[src/rtl/uart_rx_fifo.sv]
// uart_rx_fifo: 8N1 UART receiver with a DEPTH-entry byte FIFO on the CPU peripheral bus.
// Configuration macro: UART_RX_IRQ_EN adds m_intr_o and a count threshold register at addr 2.
// Bus handshake: m_sel qualifies every access. m_wr is a one-cycle strobe that acts at the
// rising clk_i edge. Reads are combinational and have no side effects; only a write to
// addr 0 consumes a byte. There is no back-pressure: the bus never waits.
module uart_rx_fifo #(
    parameter int BAUDCNT    = 48,
    parameter int DEPTH_LOG2 = 4
) (
    input  logic        clk_i,
    input  logic        rst_i,
    input  logic        m_sel,
    input  logic [3:0]  m_addr,
    input  logic [31:0] m_data_i,
    output logic [31:0] m_data_o,
    input  logic        m_rd,
    input  logic        m_wr,
    input  logic        RXD,
`ifdef UART_RX_IRQ_EN
    output logic        m_intr_o,
`endif
    output logic [1:0]  dbg_state
);

    localparam int CW    = DEPTH_LOG2 + 1;
    localparam int DEPTH = 1 << DEPTH_LOG2;
    localparam logic [12:0] HALF_END = 13'(BAUDCNT / 2 - 1);
    localparam logic [12:0] BIT_END  = 13'(BAUDCNT - 1);

    typedef enum logic [1:0] {
        S_IDLE  = 2'd0,
        S_START = 2'd1,
        S_DATA  = 2'd2,
        S_STOP  = 2'd3
    } state_t;

    state_t          state_q, state_d;
    logic [12:0]     tmr_q, tmr_d;
    logic [2:0]      bitcnt_q, bitcnt_d;
    logic [7:0]      shreg_q, shreg_d;
    logic            rx_meta, rxs;
    logic            rx_push, ferr_set;

    logic [7:0]      mem [DEPTH];
    logic [CW-1:0]   wr_ptr, rd_ptr, count;
    logic [7:0]      last_q, head_byte;
    logic            empty, full;
    logic            wr_sel, do_pop, do_push, ovf_set;
    logic            ovf_q, ferr_q, ovf_clr, ferr_clr;
    logic            unused_bits;

    assign unused_bits = ^{m_rd, m_data_i};
    assign dbg_state   = state_q;

    // Two-stage synchroniser for the asynchronous RXD pin; idles high.
    always_ff @(posedge clk_i or posedge rst_i) begin
        if (rst_i) begin
            rx_meta <= 1'b1;
            rxs     <= 1'b1;
        end else begin
            rx_meta <= RXD;
            rxs     <= rx_meta;
        end
    end

    // Receiver state and bit-timing registers.
    always_ff @(posedge clk_i or posedge rst_i) begin
        if (rst_i) begin
            state_q  <= S_IDLE;
            tmr_q    <= '0;
            bitcnt_q <= '0;
            shreg_q  <= '0;
        end else begin
            state_q  <= state_d;
            tmr_q    <= tmr_d;
            bitcnt_q <= bitcnt_d;
            shreg_q  <= shreg_d;
        end
    end

    // Receiver next state: half-bit start validation, then full-bit samples at mid-bit.
    always_comb begin
        state_d  = state_q;
        tmr_d    = tmr_q;
        bitcnt_d = bitcnt_q;
        shreg_d  = shreg_q;
        rx_push  = 1'b0;
        ferr_set = 1'b0;
        case (state_q)
            S_IDLE: begin
                tmr_d = '0;
                if (!rxs) state_d = S_START;
            end
            S_START: begin
                if (tmr_q == HALF_END) begin
                    tmr_d    = '0;
                    bitcnt_d = '0;
                    state_d  = rxs ? S_IDLE : S_DATA;
                end else begin
                    tmr_d = tmr_q + 13'd1;
                end
            end
            S_DATA: begin
                if (tmr_q == BIT_END) begin
                    tmr_d    = '0;
                    shreg_d  = {rxs, shreg_q[7:1]};
                    bitcnt_d = bitcnt_q + 3'd1;
                    if (bitcnt_q == 3'd7) state_d = S_STOP;
                end else begin
                    tmr_d = tmr_q + 13'd1;
                end
            end
            S_STOP: begin
                // Sampled mid stop bit, so a following start edge is caught at once.
                if (tmr_q == BIT_END) begin
                    tmr_d   = '0;
                    state_d = S_IDLE;
                    if (rxs) rx_push  = 1'b1;
                    else     ferr_set = 1'b1;
                end else begin
                    tmr_d = tmr_q + 13'd1;
                end
            end
            default: state_d = S_IDLE;
        endcase
    end

    // FIFO bookkeeping; a pop frees the slot for a push in the same cycle.
    assign count    = wr_ptr - rd_ptr;
    assign empty    = (count == '0);
    assign full     = count[DEPTH_LOG2];
    assign wr_sel   = m_sel & m_wr;
    assign do_pop   = wr_sel & (m_addr == 4'd0) & ~empty;
    assign do_push  = rx_push & (~full | do_pop);
    assign ovf_set  = rx_push & full & ~do_pop;
    assign ovf_clr  = wr_sel & (m_addr == 4'd1) & m_data_i[3];
    assign ferr_clr = wr_sel & (m_addr == 4'd1) & m_data_i[2];

    // When empty the most recently consumed byte stays visible in the data register.
    assign head_byte = empty ? last_q : mem[rd_ptr[DEPTH_LOG2-1:0]];

    // FIFO storage; contents are don't-care until written, pointers define validity.
    always_ff @(posedge clk_i) begin
        if (do_push) mem[wr_ptr[DEPTH_LOG2-1:0]] <= shreg_q;
    end

    // Pointers, last-popped byte and sticky error flags (set beats clear).
    always_ff @(posedge clk_i or posedge rst_i) begin
        if (rst_i) begin
            wr_ptr <= '0;
            rd_ptr <= '0;
            last_q <= '0;
            ovf_q  <= 1'b0;
            ferr_q <= 1'b0;
        end else begin
            if (do_push) wr_ptr <= wr_ptr + 1'b1;
            if (do_pop) begin
                rd_ptr <= rd_ptr + 1'b1;
                last_q <= mem[rd_ptr[DEPTH_LOG2-1:0]];
            end
            ovf_q  <= ovf_set  | (ovf_q  & ~ovf_clr);
            ferr_q <= ferr_set | (ferr_q & ~ferr_clr);
        end
    end

`ifdef UART_RX_IRQ_EN
    logic [CW-1:0] thr_q;

    // Threshold register and registered interrupt; threshold 0 masks the count term.
    always_ff @(posedge clk_i or posedge rst_i) begin
        if (rst_i) begin
            thr_q    <= CW'(1);
            m_intr_o <= 1'b0;
        end else begin
            if (wr_sel && (m_addr == 4'd2)) thr_q <= m_data_i[DEPTH_LOG2:0];
            m_intr_o <= ((thr_q != '0) && (count >= thr_q)) || ovf_q || ferr_q;
        end
    end
`endif

    // Register read mux; zero whenever the peripheral is not selected.
    always_comb begin
        m_data_o = '0;
        if (m_sel) begin
            case (m_addr)
                4'd0: m_data_o = {23'b0, ~empty, head_byte};
                4'd1: m_data_o = {19'b0, 9'(count), ovf_q, ferr_q, full, empty};
`ifdef UART_RX_IRQ_EN
                4'd2: m_data_o = 32'(thr_q);
`endif
                default: m_data_o = '0;
            endcase
        end
    end

endmodule

[config.mk]
export PLATFORM = sky130hd
export DESIGN_NAME = uart_rx_fifo
export DESIGN_NICKNAME = d
export VERILOG_FILES = /design/src/rtl/uart_rx_fifo.sv
export SDC_FILE = /design/constraint.sdc
export NUM_CORES = 1
export LEC_CHECK = 0
export CORE_MARGIN = 2
export CORE_UTILIZATION = 35
export DETAILED_ROUTE_END_ITERATION = 16
export SYNTH_ARGS = -nofsm -noshare
export SYNTH_HDL_FRONTEND = slang
export SYNTH_SLANG_ARGS = --single-unit
[constraint.sdc]
create_clock -name clk_i -period 4.2 [get_ports clk_i]
set_input_delay 0.84 -clock clk_i [delete_from_list [all_inputs] [get_ports clk_i]]
set_output_delay 0.84 -clock clk_i [all_outputs]
set_load 0.005 [all_outputs]
### Word-level counts from Yosys, hierarchy flattened

Memory sizes are Yosys's and may differ from the RTL's.
Index checks and enable logic that the tools add are counted.

* logic and storage cells: 80
* register bits: 48
* output and inout port bits: 34
* input port bits: 42
* RAM bits: 128
* memories kept: 1

Memory list
* mem: words 16, width 8, rd ports 1, clocked after memory_dff 0, write ports 1, RTL line 44 `logic [7:0] mem [DEPTH];`

* add/sub/neg operators: 5
* bitwise gates (word level): 19
* reduce and logical (&&, ||, !) cells: 8
* equal/unequal tests: 12
* mux-type cells: 24

Operator list (count)
* $pmux W13 S3: 1
* $mux W13: 2
* $pmux W9 S2: 1
* $add A13 B1 Y13 const B: 1
* $eq A13 B5 Y1 const B: 1
* $eq A13 B6 Y1 const B: 1
* $mux W2: 6
* $and A1 B1 Y1: 11
* $add A5 B1 Y5 const B: 2
* $ne A2 B2 Y1 const B: 5
* $mux W9: 1
* $mux W1: 8
* $mux W8: 1
* $pmux W2 S4: 1
* $mux W3: 2
* $pmux W3 S2: 1
* $logic_not A5 Y1: 1
* $not A1 Y1: 5
* $reduce_and A5 Y1: 1
* $sub A5 B5 Y5: 1
* $eq A2 B2 Y1 const B: 2
* $eq A4 B1 Y1 const B: 1
* $logic_not A4 Y1: 1
* $add A3 B1 Y3 const B: 1
* 8 further kinds: 10

### Logic depth before layout (Yosys ltp)

* word-level depth: 8
* depth in mapped cells: 9
* gate-level depth less buffers: 8

### Worst setup path after synthesis

Ideal clock, no wire load.

* kind: reg2out
* start point: register rd_ptr[2]
* end point: output port m_data_o[1]
* path buffers: 2
* path slack: 839 ps
* required time: 3360 ps
* arrival time: 2521 ps
* stages on the path, launching flop included: 10
* cells stage by stage: dfrtp_1 buf_1 inv_2 ha_1 a21oi_1 a221oi_1 or2_2 clkbuf_1 a21oi_1 a211o_1

* word-level cells in the longest chain between the ends: 5
* elaborated cells between the ends (all ways): 6
* those cells by class: add/sub: 1; mux: 3; reduce/logical: 1; memory: 1

Ends and longest elaborated chain
* from (decl): RTL line 45 `logic [CW-1:0] wr_ptr, rd_ptr, count;`
* from (signal assigned): RTL line 158 `rd_ptr <= rd_ptr + 1'b1;`
* $sub A5 B5 Y5: RTL line 129 `assign count = wr_ptr - rd_ptr;`
* $logic_not A5 Y1: RTL line 130 `assign empty = (count == '0);`
* $mux W8: RTL line 140 `assign head_byte = empty ? last_q : mem[rd_ptr[DEPTH_LOG2-1:0]];`
* $pmux W9 S2 *: RTL line 185 `case (m_addr)`
* $mux W9 *: RTL line 184 `if (m_sel) begin`
* to (decl): RTL line 15 `output logic [31:0] m_data_o,`

Mark *: on every way between the ends. The rest lies on a longest branch, timed or not.

### Final worst setup path

* start point: register wr_ptr[0]
* end point: output port m_data_o[5]

* word-level cells in the longest chain between the ends: 5

Ends and longest elaborated chain
* from (decl): RTL line 45
* from (signal assigned): RTL line 156 `if (do_push) wr_ptr <= wr_ptr + 1'b1;`
* $sub A5 B5 Y5 *: RTL line 129
* $logic_not A5 Y1: RTL line 130
* $mux W8: RTL line 140
* $pmux W9 S2 *: RTL line 185
* $mux W9 *: RTL line 184

Marked as above.

==> summary.md <==
| Metric | Value |
|---|---|
| CP max FO | 10 |
| Clk slew on worst S/H paths | 0.07 ns |
| Synth unique cells | 53 |
| Top post-synthesis cells by count | 128 x edfxtp_1, 46 x dfrtp_1, 32 x mux4_2, 28 x nor2_1, 24 x buf_4 |
| Fin. Hold Viols | 0 |
| Area grow syn2layout | 14.7% |
| Tcrit/Tclk final | 96.7% |
| DR vias/cell | 5.08 |
| TritonCTS Sinks | 176 |
| Syn_area_per_cell | 15.7 µm² |
| Final instance area | 8920 µm² |
| Root buffer cell | clkbuf_16 |
| Layout Nets | 588 |
| Warnings, synthesis | 0 |
| Post-synth EDFFs | 128 |
| Largest net degree at the start of global routing | 49 |
| Crit path time final | 4.06 ns |
| Vias | 4199 |
| # port buffers | 21 |
| Power per cell area | 436 nW/µm² |
| Die X | 153 µm |
| Maxcap violations | 0 |
| ANT nets after route | 0 |
| Slew headroom | 32.7% |
| TritonRoute pass-1 iters | 5 |
| Initial antenna violation count | 0 |
| F_max | 246 MHz |
| Slew Limit Fails | 0 |
| Hold Path Sink | rxs |
| Status | completed |
| Filler instances | 1957 |
| Post-Syn Instances | 496 |
| Final GP Congestion | 0.788 |
| Num rows | 54 |
| Minimum setup slack among reg-to-reg paths | 0.79 ns |
| Final core utilization | 40.9% |
| Share of layout cells above drive strength 1 | 21.4% |
| Cell area after synthesis | 7780 µm² |
| DRC | 0 |
| Setup crit end kind | primary output |
| Final clock skew | 0.00969 ns |
| WL final | 15.4 mm |
| GRT overflow | 0 |
| Worst Max-Slew Pin Slew | 1.01 ns |
| Total track usage | 13.6% |
| Total die area | 23400 µm² |
| Sum Neg Setup Slack | 0 ns |
| Initial Util | 35.6% |
| Hold Crit Depth | 0 |
| Worst Path Required | 3.36 ns |
| CTS Buffer Depth | 2 |
| Die span in y | 153 µm |
| Leakage | 3.53 nW |
| Maximum vdd drop | 289 µV |
| CP Launch Type | flop |
| CTS H-tree lvls | 4 |
| TritonCTS Buffers | 17 |
| Hpwl dp | 10.1 mm |
| Initial DRC Count | 318 |
| Yosys top cell by area | edfxtp_1 |
| Placed Cells | 789 |
| Post-synthesis sequential area ratio | 64.9% |
| Synth Flop Type | edfxtp_1 |
| WL per Instance | 18.6 µm |
| I/O pin count | 76 |
| Arrival time at the worst endpoint | 3.22 ns |
| Ant diodes | 0 |
| Reg2Reg Launch Point | wr_ptr[0] |
| Core Region | 21800 µm² |
| Area contributors post-synth | edfxtp_1 49%, dfrtp_1 15%, mux4_2 9.3%, mux2_2 2.9%, buf_4 2.3% |
| Vias in the first global route | 4266 |
| Synth top area share | 49.4% |
| First-pass GRT wire length | 24.2 mm |
| HP Start | rx_meta |
| TritonCTS clock tree | yes |
| Asr flop ratio synth | 27.3% |
| #FFs+latches synth | 176 |
| DP Area | 8250 µm² |
| Critical path type | flop to primary output |
| R2R cell count | 9 |
| Final Setup Violations | 0 |
| Worst Hold Class | flop to flop |
| Layout Cells excl Fill | 826 |
| Crit Reg-Reg Endpoint | mem[0][6] |
| Most frequent cell after synthesis | edfxtp_1 |
| Latest clock arrival within the worst-skew pair | 0.43 ns |
==> layout make-up <==
type / count / area (µm²) / area share, %
clock buffers: 18 / 429 / 4.81
clock inverters: 14 / 159 / 1.78
inverters: 16 / 60.1 / 0.673
multi-input cells: 287 / 2550 / 28.6
flip-flops and latches: 176 / 5050 / 56.6
well taps: 280 / 350 / 3.93
repair buffers: 35 / 325 / 3.65
==> report_power, final <==
group | switching [W] | internal, W | total [W] | leakage (nW)
Combinational | 0.000224 | 0.000194 | 0.000419 | 1.20
Sequential | 0.0000301 | 0.00188 | 0.00191 | 2.05
Clock | 0.000679 | 0.000887 | 0.00157 | 0.281
==> layer usage <==
| layer | global-route usage, % | wire length (µm) | vias up | part of all wire [%] |
|---|---|---|---|---|
| li1 | - | - | 1921 | - |
| met1 | 17.5 | 6730 | 2169 | 44 |
| met2 | 23.0 | 7870 | 89 | 51 |
| met3 | 2.75 | 474 | 20 | 3.1 |
| met4 | 5.07 | 285 | 0 | 1.9 |
| met5 | 0 | 0 | - | 0 |
==> metrics by stage <==
stage	setup WS [ns]	total power [W]	hold slack [ns]
floorplan	0.839	0.00227	0.345
global placement	0.435	0.00236	0.350
detailed placement	0.344	0.00237	0.352
CTS	0.0149	0.00393	0.362
global route	-0.000317	0.00405	0.364
finish	0.140	0.00389	0.361
==> cells in the final DEF (no fill, tap or decap), drive strengths merged, types with 2 or more instances in the layout <==
master,instances
dfrtp,46
o21ai,12
and2,4
inv,19
nand2b,4
nand3,16
a211o,4
nand2,21
xnor2,15
nand4,5
nor2,28
clkinv,6
nor4,5
bufinv,2
a211oi,7
buf,14
o211ai,5
and4,3
xor2,9
clkbuf,18
conb,23
mux2,20
mux2i,17
ha,12
mux4,32
clkdlybuf4s50,21
and3,20
edfxtp,128
a21oi,6
dfstp,2
nor2b,3
a311o,2
clkinvlp,3
==> worst max-delay path, cell delays in order, from the launching register on <==
cell and delay (ns):
dfrtp_1 0.37, inv_2 0.07, ha_1 0.22, fa_1 0.49, and3b_1 0.20, and4_1 0.21, or2_4 0.31, a211oi_1 0.25
a311o_1 0.17, clkdlybuf4s50_1 0.51
==> sequential cells by signal (all words and copies together), names as in the netlist, named ones only <==
| name | cells |
|---|---|
| mem | 128 |
| tmr_q | 13 |
| last_q | 8 |
| shreg_q | 8 |
| rd_ptr | 5 |
| wr_ptr | 5 |
| bitcnt_q | 3 |
| dbg_state | 1 |
| ferr_q | 1 |
| ovf_q | 1 |
| rx_meta | 1 |
| rxs | 1 |
==> what timing repair did <==
item | CTS | global route
hold buffers | 0 | 0
setup buffers | 1 | 3
resized for setup | 4 | 7
setup endpoints to repair | 6 | 6
gates cloned | 0 | 1
pin swaps | 0 | 2
==> cells by family (layout without fill, tap and decap cells) <==
| group | after synthesis | after routing | share of synthesized area (%) |
|---|---|---|---|
| flip-flops | 176 | 176 | 64.9 |
| XOR/XNOR | 24 | 24 | 2.70 |
| other | 1 | 23 | 0.0482 |
| AO/OA/AOI/OAI | 41 | 41 | 3.75 |
| buffers and inverters | 55 | 83 | 3.97 |
| multiplexers | 69 | 69 | 14.3 |
| adder cells (fa/ha/maj) | 13 | 13 | 2.19 |
| AND/OR/NAND/NOR | 117 | 117 | 8.11 |
==> how the worst max path moves through the flow <==
| stage | from | slack [ns] | to | cells past startpoint |
|---|---|---|---|---|
| final | wr_ptr[0] | 0.14 | m_data_o[5] | 9 |
| after global routing | wr_ptr[1] | -0.0003 | m_data_o[1] | 9 |
| after floorplan | rd_ptr[2] | 0.84 | m_data_o[1] | 9 |
| after global placement | wr_ptr[0] | 0.44 | m_data_o[6] | 10 |
| after detailed placement | wr_ptr[0] | 0.34 | m_data_o[6] | 10 |
| after CTS | wr_ptr[0] | 0.01 | m_data_o[6] | 9 |
No activity file was read; power rests on OpenSTA's default activity.
